File: src/rtl/ps2_kbd_rx.sv
`default_nettype none
// ============================================================================
// Module   : ps2_kbd_rx
// Purpose  : PS/2 device-to-host receiver. Deserialises start/8 data/odd
//            parity/stop frames, decodes E0 (extended) and F0 (break)
//            prefixes into an 11-bit key event word, and exports raw byte
//            and error strobes for diagnostics.
// Options  : define PS2_KBD_RX_FILTER_EN to deglitch ps2_clk with a
//            FILTER_LEN-sample agreement counter before edge detection.
// Revision : 1.0 - initial release
// ============================================================================
module ps2_kbd_rx #(
  parameter int TIMEOUT_CYCLES = 64000,
  parameter int FILTER_LEN     = 8
) (
  input  logic        clk_sys,
  input  logic        reset_n,
  input  logic        ps2_clk,
  input  logic        ps2_data,
  output logic [10:0] ps2_key,
  output logic [7:0]  rx_byte,
  output logic        rx_valid,
  output logic        rx_err,
  output logic        busy
);

  localparam int          TO_W   = $clog2(TIMEOUT_CYCLES + 1);
  localparam logic [TO_W-1:0] TO_MAX = TO_W'(TIMEOUT_CYCLES - 1);

  typedef enum logic [1:0] {
    ST_IDLE   = 2'd0,
    ST_DATA   = 2'd1,
    ST_PARITY = 2'd2,
    ST_STOP   = 2'd3
  } state_t;

  // Synchroniser chain; idle-high lines so reset to 1
  logic clk_s1_q, clk_s2_q, data_s1_q, data_s2_q;

  // Two-flop synchronisers for both asynchronous PS/2 lines
  always_ff @(posedge clk_sys or negedge reset_n) begin
    if (!reset_n) begin
      clk_s1_q  <= 1'b1;
      clk_s2_q  <= 1'b1;
      data_s1_q <= 1'b1;
      data_s2_q <= 1'b1;
    end else begin
      clk_s1_q  <= ps2_clk;
      clk_s2_q  <= clk_s1_q;
      data_s1_q <= ps2_data;
      data_s2_q <= data_s1_q;
    end
  end

  logic clk_eff;

`ifdef PS2_KBD_RX_FILTER_EN
  localparam int             FW      = $clog2(FILTER_LEN + 1);
  localparam logic [FW-1:0]  FLT_MAX = FW'(FILTER_LEN - 1);

  logic          filt_q, filt_d;
  logic [FW-1:0] fcnt_q, fcnt_d;

  // Deglitcher: flip only after FILTER_LEN consecutive disagreeing samples
  always_comb begin
    filt_d = filt_q;
    fcnt_d = '0;
    if (clk_s2_q != filt_q) begin
      if (fcnt_q == FLT_MAX) begin
        filt_d = clk_s2_q;
      end else begin
        fcnt_d = fcnt_q + 1'b1;
      end
    end
  end

  // Filter state registers
  always_ff @(posedge clk_sys or negedge reset_n) begin
    if (!reset_n) begin
      filt_q <= 1'b1;
      fcnt_q <= '0;
    end else begin
      filt_q <= filt_d;
      fcnt_q <= fcnt_d;
    end
  end

  assign clk_eff = filt_q;
`else
  assign clk_eff = clk_s2_q;
`endif

  logic            clk_prev_q, clk_prev_d;
  logic            fall;
  state_t          state_q, state_d;
  logic [2:0]      bitcnt_q, bitcnt_d;
  logic [7:0]      shreg_q, shreg_d;
  logic            par_q, par_d;
  logic [TO_W-1:0] to_q, to_d;
  logic            ext_q, ext_d, brk_q, brk_d;
  logic [10:0]     key_q, key_d;
  logic [7:0]      byte_q, byte_d;
  logic            valid_q, valid_d, err_q, err_d, busy_q, busy_d;
  logic            frame_ok, frame_bad, timeout;

  assign clk_prev_d = clk_eff;
  assign fall       = clk_prev_q & ~clk_eff;

  // Frame FSM next-state, timeout counter and prefix decode
  always_comb begin
    state_d   = state_q;
    bitcnt_d  = bitcnt_q;
    shreg_d   = shreg_q;
    par_d     = par_q;
    ext_d     = ext_q;
    brk_d     = brk_q;
    key_d     = key_q;
    byte_d    = byte_q;
    valid_d   = 1'b0;
    err_d     = 1'b0;
    frame_ok  = 1'b0;
    frame_bad = 1'b0;

    // Counter clears on every edge and while idle; saturates otherwise
    if (state_q == ST_IDLE || fall) begin
      to_d = '0;
    end else if (to_q != TO_MAX) begin
      to_d = to_q + 1'b1;
    end else begin
      to_d = to_q;
    end
    // A coincident falling edge takes priority over the timeout
    timeout = (state_q != ST_IDLE) && !fall && (to_q == TO_MAX);

    case (state_q)
      ST_IDLE: begin
        if (fall && !data_s2_q) begin
          state_d  = ST_DATA;
          bitcnt_d = 3'd0;
        end
      end
      ST_DATA: begin
        if (fall) begin
          shreg_d  = {data_s2_q, shreg_q[7:1]};
          bitcnt_d = bitcnt_q + 3'd1;
          if (bitcnt_q == 3'd7) state_d = ST_PARITY;
        end
      end
      ST_PARITY: begin
        if (fall) begin
          par_d   = data_s2_q;
          state_d = ST_STOP;
        end
      end
      ST_STOP: begin
        if (fall) begin
          state_d = ST_IDLE;
          if (data_s2_q && ((^shreg_q) ^ par_q)) frame_ok = 1'b1;
          else                                   frame_bad = 1'b1;
        end
      end
      default: state_d = ST_IDLE;
    endcase

    if (timeout) begin
      state_d = ST_IDLE;
      err_d   = 1'b1;
      ext_d   = 1'b0;
      brk_d   = 1'b0;
    end

    if (frame_ok) begin
      byte_d  = shreg_q;
      valid_d = 1'b1;
      if (shreg_q == 8'hE0) begin
        ext_d = 1'b1;
      end else if (shreg_q == 8'hF0) begin
        brk_d = 1'b1;
      end else begin
        key_d = {~key_q[10], ~brk_q, ext_q, shreg_q};
        ext_d = 1'b0;
        brk_d = 1'b0;
      end
    end

    if (frame_bad) begin
      err_d = 1'b1;
      ext_d = 1'b0;
      brk_d = 1'b0;
    end

    busy_d = (state_d != ST_IDLE);
  end

  // Receiver state and registered outputs
  always_ff @(posedge clk_sys or negedge reset_n) begin
    if (!reset_n) begin
      clk_prev_q <= 1'b1;
      state_q    <= ST_IDLE;
      bitcnt_q   <= 3'd0;
      shreg_q    <= 8'h00;
      par_q      <= 1'b0;
      to_q       <= '0;
      ext_q      <= 1'b0;
      brk_q      <= 1'b0;
      key_q      <= 11'h000;
      byte_q     <= 8'h00;
      valid_q    <= 1'b0;
      err_q      <= 1'b0;
      busy_q     <= 1'b0;
    end else begin
      clk_prev_q <= clk_prev_d;
      state_q    <= state_d;
      bitcnt_q   <= bitcnt_d;
      shreg_q    <= shreg_d;
      par_q      <= par_d;
      to_q       <= to_d;
      ext_q      <= ext_d;
      brk_q      <= brk_d;
      key_q      <= key_d;
      byte_q     <= byte_d;
      valid_q    <= valid_d;
      err_q      <= err_d;
      busy_q     <= busy_d;
    end
  end

  assign ps2_key  = key_q;
  assign rx_byte  = byte_q;
  assign rx_valid = valid_q;
  assign rx_err   = err_q;
  assign busy     = busy_q;

endmodule
`default_nettype wire

File: config.mk
export PLATFORM = sky130hd
export DESIGN_NAME = ps2_kbd_rx
export DESIGN_NICKNAME = d
export VERILOG_FILES = /design/src/rtl/ps2_kbd_rx.sv
export SDC_FILE = /design/constraint.sdc
export NUM_CORES = 1
export LEC_CHECK = 0
export ABC_AREA = 1
export CAP_MARGIN = 20
export CORE_MARGIN = 10
export CORE_UTILIZATION = 55
export DETAILED_ROUTE_END_ITERATION = 10
export GPL_TIMING_DRIVEN = 0
export PLACE_DENSITY = 0.77
export SLEW_MARGIN = 40
export SYNTH_ARGS = -nofsm -noshare
export SYNTH_HDL_FRONTEND = slang
export SYNTH_SLANG_ARGS = --single-unit
File: constraint.sdc
create_clock -name clk_sys -period 4.9 [get_ports clk_sys]
set_input_delay 0.98 -clock clk_sys [delete_from_list [all_inputs] [get_ports clk_sys]]
set_output_delay 0.98 -clock clk_sys [all_outputs]
set_load 0.02 [all_outputs]
==> results.yml <==
placed_design:
  dp_hpwl_um: 3960
  globalplace.congestion: 0.868
  port-buffer-count: 25
synth:
  synth.distinct_cells: 35
  synth_largest_area_cell: "dfrtp_1"
  yosysWarnings: 0
  syn_area_per_cell_um2: 9.33
  yosys-top-cells-count: "nand2_1 (73), dfrtp_1 (54), inv_1 (35)"
  yosysMostFrequentCell: "nand2_1"
  synth_cells: 300
  async_flop_share_pct: 100
  synthFlopType: "dfrtp_1"
  ys_ff_latch: 59
  synth-edff-count: 0
  yosysSeqAreaShare_pct: 53.0
  syn-num-nets: 312
  yosysTopAreaCellShare_pct: 48.3
  synthTopCellsByArea: "dfrtp_1 (48%), nand2_1 (9.8%), o21ai_2 (5.6%)"
  syn_area_um2: 2800
floorplanning:
  rows: 25
  boundaryPins: 26
  core_um2: 4820
  die_y_um: 91.3
  start_util_pct: 58.1
  die_w_um: 91.3
  fp.dieArea_um2: 8340
finish:
  regArea_um2: 1480
  num_antenna_cells: 0
  area_delta_synth_final_pct: 18.3
  multi_input_area_um2: 1130
  fin_nets: 349
  fillers: 412
  post-route-util_pct: 68.7
  drive_above_1_share_pct: 19.0
power_and_ir_drop:
  p_leak_uw: 0.00163
  p_int_uw: 868
  seq_power_share_pct: 44.1
  switching_share_pct: 36.7
  peakVddDrop_mv: 0.286
  power.switching_uw: 503
  pwr-share-clk_pct: 26.6
  power_density_nw_per_um2: 414
  comb_power_share_pct: 29.3
sta:
  hold_viol: 0
  rsz0062_at_grt: "false"
  finalSetupTns_ns: 0
  setup_viol: 0
  period_share_pct: 47.1
  finClkSkew_ns: 0.0104
  slew_headroom_pct: 70.2
  fmax_mhz: 433
  finalMaxSlewViolations: 0
  post-route-min-period_ns: 2.31
  worstMarginPinSlew_ns: 0.442
critical_path:
  path_buf_inv: 1
  cpLargestDelayFamily: "buffers and inverters"
  critical_path_class: "flop to output pin"
  path_cells: "clkdlybuf4s50_1"
  slowest_stage: "clkdlybuf4s50_1"
  crit_required_ns: 3.92
  worst-path-max-fanout: 3
  slowest_delay_ns: 0.62
  crit_path_start_kind: "flop"
  cp-end-kind: "output pin"
  arrival_ns: 1.33
clocking:
  hold_buffers: 0
  cts_tree: "yes"
  cts.clk_slew.worst_paths_ns: 0.06
  cts.htree.levels: 3
  cts-root-buf: "clkbuf_8"
  clockBufferDepth: 2
  cts_resized: 0
  cts_sinks: 59
  cts_buffers: 9
  postCtsSetupBuffers: 0
  clk_latency_ns: 0.34
hold_path:
  hp-class: "flop to flop"
global_routing:
  antenna_found_initial: 0
  grt_max_degree: 34
  gr-total-overflow: 0
  grt_pass1_vias: 2049
  grt_pass1_wl_um: 9360
  grt_use_total_pct: 13.7
drt:
  final_antenna_net_count: 0
  wl_per_cell_um: 13.2
  post_drt_via_cell_ratio: 5.00
  drt_iter0_drc: 121
  wirelength_um: 5390
  firstDrtPassIters: 4
  route.detailed.drc: 0
  vias: 2047
flow_run:
  drv_cap: 0
status:
  outcome: "finished, final reports clean"
==> logic make-up after synthesis <==
logic type,count (synthesis),synth area share [%]
and+or+nand+nor,138,23.8
DFF,59,53.0
AOI/OAI and AO/OA,44,10.6
buffers and inverters,43,6.44
xor gates and xnor gates,8,2.50
adders and majority gates,8,3.58
==> power groups by stage <==
stage / Combinational, µW / Sequential [µW] / Clock (µW)
6_report: 402 / 605 / 365
3_3_place_gp: 378 / 609 / 0
5_1_grt: 456 / 615 / 401
3_5_place_dp: 399 / 613 / 0
2_1_floorplan: 281 / 616 / 0
4_1_cts: 403 / 604 / 372
==> flip-flops by register name, indices dropped and copies added, names as in the netlist <==
register	count
state_q	2
data_s1_q	1
clk_s1_q	1
clk_prev_q	1
to_q	16
par_q	1
ps2_key	11
clk_eff	1
brk_q	1
busy	1
data_s2_q	1
bitcnt_q	3
shreg_q	8
rx_err	1
rx_byte	8
ext_q	1
rx_valid	1
==> final timing paths <==
kind                                  start          end  slack [ns]  cells past startpoint
min in group asynchronous           reset_n      to_q[4]        0.55                      1
worst max-delay path            ps2_key[10]  ps2_key[10]        2.59                      1
worst min register to register     clk_s1_q      clk_eff        0.36                      0
max in group asynchronous           reset_n   shreg_q[4]        3.87                      2
worst max register to register   shreg_q[4]   rx_byte[7]        2.85                      9
worst min-delay path               clk_s1_q      clk_eff        0.36                      0
==> final cells by class <==
type	count	share of cell area, %
Inverter	38	4.31
Clock buffer	10	3.86
Timing Repair Buffer	26	8.09
Clock inverter	6	0.983
Multi-Input combinational cell	198	34.3
Buffer	5	1.13
Tap cell	67	2.53
Sequential cell	59	44.8
==> layer usage <==
| layer | up-vias | track usage, % | wire length [µm] |
|---|---|---|---|
| li1 | 1034 | - | - |
| met2 | 38 | 21.8 | 2530 |
| met5 | - | 0 | 0 |
| met3 | 9 | 5.27 | 231 |
| met4 | 0 | 4.70 | 85 |
| met1 | 966 | 16.8 | 2550 |
==> per-stage QoR <==
stage | area [µm²] | total power [µW] | worst slack, ns | hold WS (ns) | std cells
final | 3310 | 1370 | 2.59 | 0.358 | 409
after global routing | 3310 | 1470 | 2.54 | 0.363 | 409
after CTS | 3310 | 1380 | 2.57 | 0.360 | 409
after detailed placement | 3150 | 1010 | 2.85 | 0.349 | 393
after global placement | 3130 | 988 | 1.05 | 0.346 | 392
after floorplan | 2800 | 897 | 3.16 | 0.345 | 300
==> placed cells by master, fill, tap and decap left out, drive strengths merged <==
cell type,netlist,routed
a211oi,1,1
a21oi,5,5
a31oi,1,1
and3,1,1
buf,3,5
clkbuf,2,12
clkdlybuf4s50,0,24
clkinv,0,5
clkinvlp,0,1
dfrtp,54,54
dfstp,5,5
ha,8,8
inv,38,38
nand2,80,80
nand2b,1,1
nand3,17,17
nand3b,1,1
nand4,6,6
nor2,25,25
nor3,5,5
nor4,1,1
o21ai,36,36
o21bai,1,1
or2,1,1
xnor2,3,3
xor2,5,5
(Power assumes the default switching activity.)
